==> src/rtl/sb_cfg_pkg.sv <==
// Shared types and width helpers for the shadow-configured edge switch box.
package sb_cfg_pkg;

  typedef enum logic [1:0] {
    StIdle,
    StLoad,
    StCommit
  } cfg_state_e;

  function automatic int unsigned clog2(input int unsigned value);
    int unsigned result;
    int unsigned span;
    result = 0;
    span   = 1;
    while (span < value) begin
      span   = span << 1;
      result = result + 1;
    end
    return result;
  endfunction

  function automatic int unsigned sel_width(input int unsigned grid_pins);
    return clog2(grid_pins + 1);
  endfunction

  function automatic int unsigned cfg_bits(input int unsigned n_mux, input int unsigned grid_pins);
    return 2 * n_mux * sel_width(grid_pins);
  endfunction

endpackage

==> src/rtl/sb_cfg_loader.sv <==
// Handshaked serial config loader: shadow chain, bit counter and the active
// register that the routing muxes read. Shadow is copied to active in one cycle.
module sb_cfg_loader
  import sb_cfg_pkg::*;
#(
  parameter int unsigned CfgBits = 8
) (
  input  logic               clk_i,
  input  logic               rst_i,
  input  logic               start_i,
  input  logic               valid_i,
  input  logic               bit_i,
  output logic               ready_o,
  output logic               done_o,
  output logic               err_o,
  output logic               tail_o,
  output logic [CfgBits-1:0] active_o
);

  localparam int unsigned CntW = clog2(CfgBits + 1);

  cfg_state_e          state_q, state_d;
  logic [CntW-1:0]     cnt_q, cnt_d;
  logic [CfgBits-1:0]  chain_q, chain_d;
  logic [CfgBits-1:0]  active_q, active_d;
  logic                done_q, done_d;
  logic                err_q, err_d;

  always_comb begin
    state_d  = state_q;
    cnt_d    = cnt_q;
    chain_d  = chain_q;
    active_d = active_q;
    done_d   = 1'b0;
    err_d    = err_q;
    unique case (state_q)
      StIdle: begin
        if (start_i) begin
          state_d = StLoad;
          cnt_d   = '0;
          err_d   = 1'b0;
        end else if (valid_i) begin
          err_d = 1'b1;
        end
      end
      StLoad: begin
        // A restart wins over a bit presented in the same cycle.
        if (start_i) begin
          cnt_d = '0;
        end else if (valid_i) begin
          chain_d = {chain_q[CfgBits-2:0], bit_i};
          cnt_d   = cnt_q + CntW'(1);
          if (cnt_q == CntW'(CfgBits - 1)) begin
            state_d = StCommit;
          end
        end
      end
      StCommit: begin
        active_d = chain_q;
        done_d   = 1'b1;
        if (start_i) begin
          state_d = StLoad;
          cnt_d   = '0;
          err_d   = 1'b0;
        end else begin
          state_d = StIdle;
          if (valid_i) begin
            err_d = 1'b1;
          end
        end
      end
      default: state_d = StIdle;
    endcase
  end

  always_ff @(posedge clk_i) begin
    if (rst_i) begin
      state_q  <= StIdle;
      cnt_q    <= '0;
      chain_q  <= '0;
      active_q <= '0;
      done_q   <= 1'b0;
      err_q    <= 1'b0;
    end else begin
      state_q  <= state_d;
      cnt_q    <= cnt_d;
      chain_q  <= chain_d;
      active_q <= active_d;
      done_q   <= done_d;
      err_q    <= err_d;
    end
  end

  assign ready_o  = (state_q == StLoad);
  assign done_o   = done_q;
  assign err_o    = err_q;
  assign tail_o   = chain_q[CfgBits-1];
  assign active_o = active_q;

endmodule

==> src/rtl/sb_edge_shadow_cfg.sv <==
// Edge (left-column) switch box: fixed twist between the right X and bottom Y
// channels, with grid-pin muxes on the even low tracks driven by the active config.
module sb_edge_shadow_cfg
  import sb_cfg_pkg::*;
#(
  parameter int unsigned CHAN_WIDTH = 20,
  parameter int unsigned N_MUX      = 4,
  parameter int unsigned GRID_PINS  = 1
) (
  input  logic                  prog_clk,
  input  logic                  pReset,
  input  logic [CHAN_WIDTH-1:0] chanx_right_in,
  input  logic [CHAN_WIDTH-1:0] chany_bottom_in,
  input  logic [GRID_PINS-1:0]  right_grid_pins,
  input  logic [GRID_PINS-1:0]  bottom_grid_pins,
  output logic [CHAN_WIDTH-1:0] chanx_right_out,
  output logic [CHAN_WIDTH-1:0] chany_bottom_out,
  input  logic                  cfg_start,
  input  logic                  cfg_valid,
  input  logic                  cfg_bit,
  output logic                  cfg_ready,
  output logic                  cfg_done,
  output logic                  cfg_err,
  output logic                  ccff_tail
);

  localparam int unsigned SEL_W    = sel_width(GRID_PINS);
  localparam int unsigned CFG_BITS = cfg_bits(N_MUX, GRID_PINS);

  logic [CFG_BITS-1:0] active;

  sb_cfg_loader #(
    .CfgBits(CFG_BITS)
  ) u_loader (
    .clk_i   (prog_clk),
    .rst_i   (pReset),
    .start_i (cfg_start),
    .valid_i (cfg_valid),
    .bit_i   (cfg_bit),
    .ready_o (cfg_ready),
    .done_o  (cfg_done),
    .err_o   (cfg_err),
    .tail_o  (ccff_tail),
    .active_o(active)
  );

  // Select 0 keeps the twisted track; out-of-range selects drive 0.
  function automatic logic pick(input logic [SEL_W-1:0] sel, input logic track,
                                input logic [GRID_PINS-1:0] pins);
    logic res;
    res = (sel == '0) ? track : 1'b0;
    for (int unsigned p = 0; p < GRID_PINS; p++) begin
      if (sel == SEL_W'(p + 1)) res = pins[p];
    end
    return res;
  endfunction

  for (genvar m = 0; m < CHAN_WIDTH - 1; m++) begin : g_track
    if ((m % 2 == 0) && (m / 2 < N_MUX)) begin : g_mux
      localparam int unsigned MuxIdx = m / 2;
      assign chanx_right_out[m]  = pick(active[MuxIdx*SEL_W +: SEL_W],
                                        chany_bottom_in[CHAN_WIDTH-2-m], right_grid_pins);
      assign chany_bottom_out[m] = pick(active[(N_MUX+MuxIdx)*SEL_W +: SEL_W],
                                        chanx_right_in[CHAN_WIDTH-2-m], bottom_grid_pins);
    end else begin : g_pass
      assign chanx_right_out[m]  = chany_bottom_in[CHAN_WIDTH-2-m];
      assign chany_bottom_out[m] = chanx_right_in[CHAN_WIDTH-2-m];
    end
  end

  assign chanx_right_out[CHAN_WIDTH-1]  = chany_bottom_in[CHAN_WIDTH-1];
  assign chany_bottom_out[CHAN_WIDTH-1] = chanx_right_in[CHAN_WIDTH-1];

endmodule

==> config.mk <==
export PLATFORM = sky130hd
export DESIGN_NAME = sb_edge_shadow_cfg
export DESIGN_NICKNAME = d
export VERILOG_FILES = /design/src/rtl/sb_cfg_pkg.sv /design/src/rtl/sb_cfg_loader.sv /design/src/rtl/sb_edge_shadow_cfg.sv
export SDC_FILE = /design/constraint.sdc
export NUM_CORES = 1
export LEC_CHECK = 0
export ABC_AREA = 1
export BUFFER_PORTS_ARGS = -buffer_cell sky130_fd_sc_hd__buf_2
export CAP_MARGIN = 20
export CORE_MARGIN = 2
export CORE_UTILIZATION = 40
export DETAILED_ROUTE_END_ITERATION = 12
export HOLD_SLACK_MARGIN = 0.03
export PLACE_DENSITY = 0.85
export SYNTH_ARGS = -nofsm -noshare
export SYNTH_HDL_FRONTEND = slang
export SYNTH_SLANG_ARGS = --single-unit
==> constraint.sdc <==
create_clock -name prog_clk -period 1.3 [get_ports prog_clk]
set_input_delay 0.065 -clock prog_clk [delete_from_list [all_inputs] [get_ports prog_clk]]
set_output_delay 0.065 -clock prog_clk [all_outputs]
set_load 0.05 [all_outputs]
**Yosys cells after proc, flatten, opt, wreduce, memory -nomap -nowiden**

Index checks and enable logic that the tools add are counted.

- Bits in registers: 24
- Latch bits: 0
- RAM bits: 0
- Bits in read-only memories: 0
- Output and inout port bits: 44
- Logic and storage cells: 46
- Memories kept: 0

- Add/subtract/negate cells: 1
- Multipliers: 0
- Div/mod/pow operators: 0
- $lt $le $gt $ge: 0
- Equal/unequal tests: 9
- Shifts and indexed selects: 0
- Muxes and demuxes: 21
- Bitwise operators: 1
- Reduce and logical (&&, ||, !) cells: 8

Operators with widths:

| cell | number |
|---|---|
| $mux W1 | 12 |
| $mux W4 | 3 |
| $mux W2 | 4 |
| $pmux W4 S2 | 1 |
| $ne A2 B2 Y1 const B | 3 |
| $pmux W2 S3 | 1 |
| $reduce_and A3 Y1 | 2 |
| $add A4 B1 Y4 const B | 1 |
| $eq A4 B3 Y1 const B | 1 |
| $ne A2 B1 Y1 const B | 2 |
| $reduce_and A4 Y1 | 1 |
| $reduce_bool A2 Y1 | 2 |
| $ne A3 B3 Y1 const B | 1 |
| $eq A2 B1 Y1 const B | 1 |
| $eq A2 B2 Y1 const B | 1 |
| $logic_not A2 Y1 | 1 |
| $reduce_and A2 Y1 | 1 |
| $reduce_or A2 Y1 | 1 |
| $not A1 Y1 | 1 |

**Longest topological paths before layout**

- Depth after elaboration: 5
- Mapped depth: 6

**Hierarchy**

From an unflattened synthesis, not the netlist that was laid out.

- Cell total of the unflattened synthesis: 191
- Area total of the unflattened synthesis: 1342.5 µm²

Modules (own cells, without submodules):

| module | times used | cells an instance | area an instance (µm²) | sequential area each (µm²) |
|---|---|---|---|---|
| sb_cfg_loader | 1 | 127 | 982.2 | 480.5 |
| sb_edge_shadow_cfg | 1 | 64 | 360.3 | 0.0 |

**Worst setup path after synthesis**

Ideal clock, no wire load.

- Kind: register to register
- Start: register u_loader.state_q[0]
- End: register u_loader.state_q[0]
- Arrival: 1.090 ns
- Required time: 1.241 ns
- Setup slack: 0.152 ns
- Stages on the path, launching flop included: 5
- Path buffers: 0
- Period minus slack after synthesis: 1.148 ns
- Cells stage by stage: dfxtp_1 nand2_1 inv_1 nand3_1 nand2_1

- Word-level cells in the longest chain between the ends: 3
- Elaborated cells on any way between the ends: 9
- Classes of those cells: eq/ne (6); mux (1); reduce/logical (2)

Ends and longest elaborated chain:

| element | line | source |
|---|---|---|
| start, declared | sb_cfg_loader.sv:22 | `cfg_state_e state_q, state_d;` |
| start signal, assigned | sb_cfg_loader.sv:78 | `state_q <= StIdle;` |
| start signal, assigned | sb_cfg_loader.sv:85 | `state_q <= state_d;` |
| $eq A2 B1 Y1 (*) | n/a |  |
| via cfg_ready | sb_edge_shadow_cfg.sv:21 | `output logic cfg_ready,` |
| $ne A2 B1 Y1 (no line) or $ne A2 B2 Y1 (tied branches) | n/a |  |
| $reduce_and A4 Y1 (no line) | n/a |  |

Mark *: on every way through the listed nets, which the timed path passes. The rest lies on a longest branch.
A chain may end at the register's enable or synchronous reset.

**Worst setup path in the final report**

- Start: register u_loader.active_q[3] (netlist: u_loader.active_o[3])
- End: output port chanx_right_out[6]

- Word-level cells in the longest chain between the ends: 1

Ends and longest elaborated chain:

| element | line | source |
|---|---|---|
| start, declared | sb_cfg_loader.sv:25 | `logic [CfgBits-1:0] active_q, active_d;` |
| start signal, assigned | sb_cfg_loader.sv:88 | `active_q <= active_d;` |
| $mux W1 | sb_edge_shadow_cfg.sv:53 | `if (sel == SEL_W'(p + 1)) res = pins[p];` |
| end, declared | sb_edge_shadow_cfg.sv:16 | `output logic [CHAN_WIDTH-1:0] chanx_right_out,` |

No other way between the ends.

==> flow_summary_export.csv <==
group,metric,value,unit
logic_synthesis,syn_inst,162,
grt,grt_max_degree,19,
routing,first_pass_iters,4,
power,power.leakage,0.6375,nW
timing,final_max_slew_viol_count,0,
place,place.gp.congestion,0.8269,
timing,period_share,97.08,%
power,irDropWorstVdd,631.5,uV
routing,drc_errors,0,
die,fp.dieW,59.90,microns
power,internal_power,0.001146,W
timing,skew,5.453,ps
logic_synthesis,synth_seq_cells,24,
timing,worst_pin_slew,406.3,ps
die,initial_core_util,41.63,%
routing,wl_per_cell,11.15,microns
grt,gr-total-overflow,0,
routing,vias,960,
cts,clk_pin_slew,130,ps
grt,track_usage,12.61,%
timing,fin_ws,37.94,ps
power,combPwrFrac,14.3,%
die,core_area,0.003003,sq mm
critical_path,cp_cell_sequence,"mux2_2 -> clkbuf_4",
power,power,0.001540,W
critical_path,slowest_delay,350,ps
cts,clock-root-buffer,"clkbuf_4",
cells_and_area,area_delta_synth_final,4.004,%
cts,clock_latency,320,ps
routing,first_iter_violations,33,
logic_synthesis,synthesis.area,0.001250,sq mm
critical_path,worst_setup_path_start_kind,"flip-flop",
logic_synthesis,syn_avg_cell_area,7.716,sq um
power,cellPowerDensity,1185,mW/mm^2
cells_and_area,antennaDiodeCount,0,
cts,cts_buffers,3,
die,ios,91,
cts,cts_tree,"yes",
critical_path,worst-setup-path-type,"flip-flop to primary output",
power,p_sw,0.0003943,W
routing,routed_wl,2.174,mm
place,dp_hpwl,1.580,mm
die,fp.dieH,59.90,microns
critical_path,cpMaxStageDelayCell,"dfxtp_2",
critical_path,cp_top_family,"flip-flops",
critical_path,cp-startpoint,"u_loader.active_o[3]",
critical_path,cp.arrival,1200,ps
outcome,status,"finished, final reports clean",
die,rows,20,
cts,post_cts_buffers,0,
timing,fin_hold_ws,52.75,ps
routing,drtAntennaViolNets,0,
timing,max_freq,792.4,MHz
logic_synthesis,synth_cell_types,18,
critical_path,crit_buf_inv,1,
cts,cts_sinks,24,
power,netSwitchingFraction,25.60,%
min_path,holdCritStartpoint,"cfg_start",
timing,tns,0,ps
power,clkPwrFrac,35.3,%
cells_and_area,drive_above_1_share,32.72,%
cts,cts_max_path_buffers,2,
die,dieArea,0.003588,sq mm
timing,maxSlewHeadroom,72.88,%
cts,htreeDepth,1,
logic_synthesis,yosys_warnings,0,
min_path,hold_class,"input port to flip-flop",
cells_and_area,nets,211,
timing,setup_viol,0,
grt,antenna_found_initial,0,
critical_path,r2r_start,"u_loader.state_q[1]",
place,place_ws,98.76,ps
logic_synthesis,ys_seq_area_share,38.44,%
run,maxCapViolCount,0,
critical_path,critPathRequiredTime,1240,ps
place,numPortBuffers,26,
power,seqPwrFrac,50.5,%
grt,grt_pass1_vias,838,
critical_path,crit_fanout,2,
timing,hold_viol,0,
critical_path,crit_path_end_kind,"primary output",
timing,min_period,1262,ps
routing,via_per_inst,4.923,
grt,grt_pass1_wl,3.519,mm
logic_synthesis,syn_nets,210,
tightest hold or removal path: stages:
cell and delay, ps:
buf_2 100, nor2_1 40, nand4_1 70, a21oi_1 50
what timing repair did:
action,CTS,global route
setup endpoints to repair,1,9
gates resized for setup,2,26
endpoints found under the hold margin,5,0
pin swaps,0,0
hold buffers,2,0
area by class of cell:
cell class                      instances  area (sq um)
Timing Repair Buffer                   29         187.7
Fill cell                             306          1703
Tap cell                               33         41.29
Multi-Input combinational cell         95         489.2
Clock inverter                          1         30.03
Inverter                               10         37.54
Sequential cell                        24         491.7
Clock buffer                            3         22.52
flip-flops by register name, summed over array words and instances, names as in the netlist:
| register | count |
|---|---|
| u_loader.cnt_q | 4 |
| u_loader.err_o | 1 |
| u_loader.active_o | 8 |
| u_loader.state_q | 2 |
| u_loader.done_o | 1 |
| u_loader.chain_q | 8 |
logic make-up (layout without fill, tap and decap cells):
family | count (synthesis) | after routing | share of synthesized area, %
AND/OR/NAND/NOR | 66 | 66 | 22.22
buffers and inverters | 43 | 43 | 22.62
flip-flops | 24 | 24 | 38.44
AO/OA/AOI/OAI | 20 | 20 | 8.508
multiplexers | 8 | 8 | 7.207
adder cells (fa/ha/maj) | 1 | 1 | 1.001
cell usage after synthesis:
library cell	number	area share, %
nand4_1	2	1.0
dfxtp_1	24	38
mux2_2	8	7.2
ha_1	1	1.0
buf_4	32	19
a21oi_1	3	1.2
a21boi_2	1	0.90
inv_2	1	0.30
nand3b_1	1	0.60
nand2_1	15	4.5
clkinv_1	1	0.30
nor2_1	41	12
inv_1	8	2.4
buf_2	1	0.40
o21ai_0	16	6.4
nor3_1	2	0.80
nand3_1	3	1.2
nor2_4	2	1.8
placed cells by master (no fill, tap or decap), drive strengths merged:
master,n
nor2,43
buf,26
dfxtp,24
o21ai,16
nand2,15
inv,9
mux2,8
clkbuf,4
nand3,3
a21oi,3
nand4,2
nor3,2
dlygate4sd3,2
clkinv,1
nand3b,1
a21boi,1
ha,1
bufinv,1
per-layer routing:
layer  share of wire [%]  global-route usage (%)  vias to the layer above
met5                   0                       0                        -
met4                0.37                   2.540                        0
met3                 9.4                   6.494                        2
met2                  46                   19.88                       36
met1                  44                   15.43                      432
li1                    -                       -                      490
through the flow:
stage | util, % | cell area (sq um) | cells
after global placement | 39.42 | 1184 | 189
final | 43.29 | 1300 | 195
after CTS | 41.96 | 1260 | 195
after global routing | 43.29 | 1300 | 195
after detailed placement | 39.42 | 1184 | 189
after floorplan | - | 1250 | 162
final timing paths:
check | slack (ps) | cells past startpoint | to
worst min register to register | 500 | 2 | u_loader.cnt_q[1]
worst max-delay path | 40 | 2 | chanx_right_out[6]
worst max register to register | 180 | 6 | u_loader.chain_q[1]
worst min-delay path | 50 | 4 | u_loader.cnt_q[1]
power groups by stage:
stage | clock, W | combinational, W | sequential (W)
global route | 0.000585 | 0.000238 | 0.000781
detailed placement | 0 | 0.000201 | 0.000792
floorplan | 0 | 0.000397 | 0.000802
finish | 0.000543 | 0.000220 | 0.000777
CTS | 0.000557 | 0.000209 | 0.000777
global placement | 0 | 0.000198 | 0.000791
No activity file was read; power rests on OpenSTA's default activity.
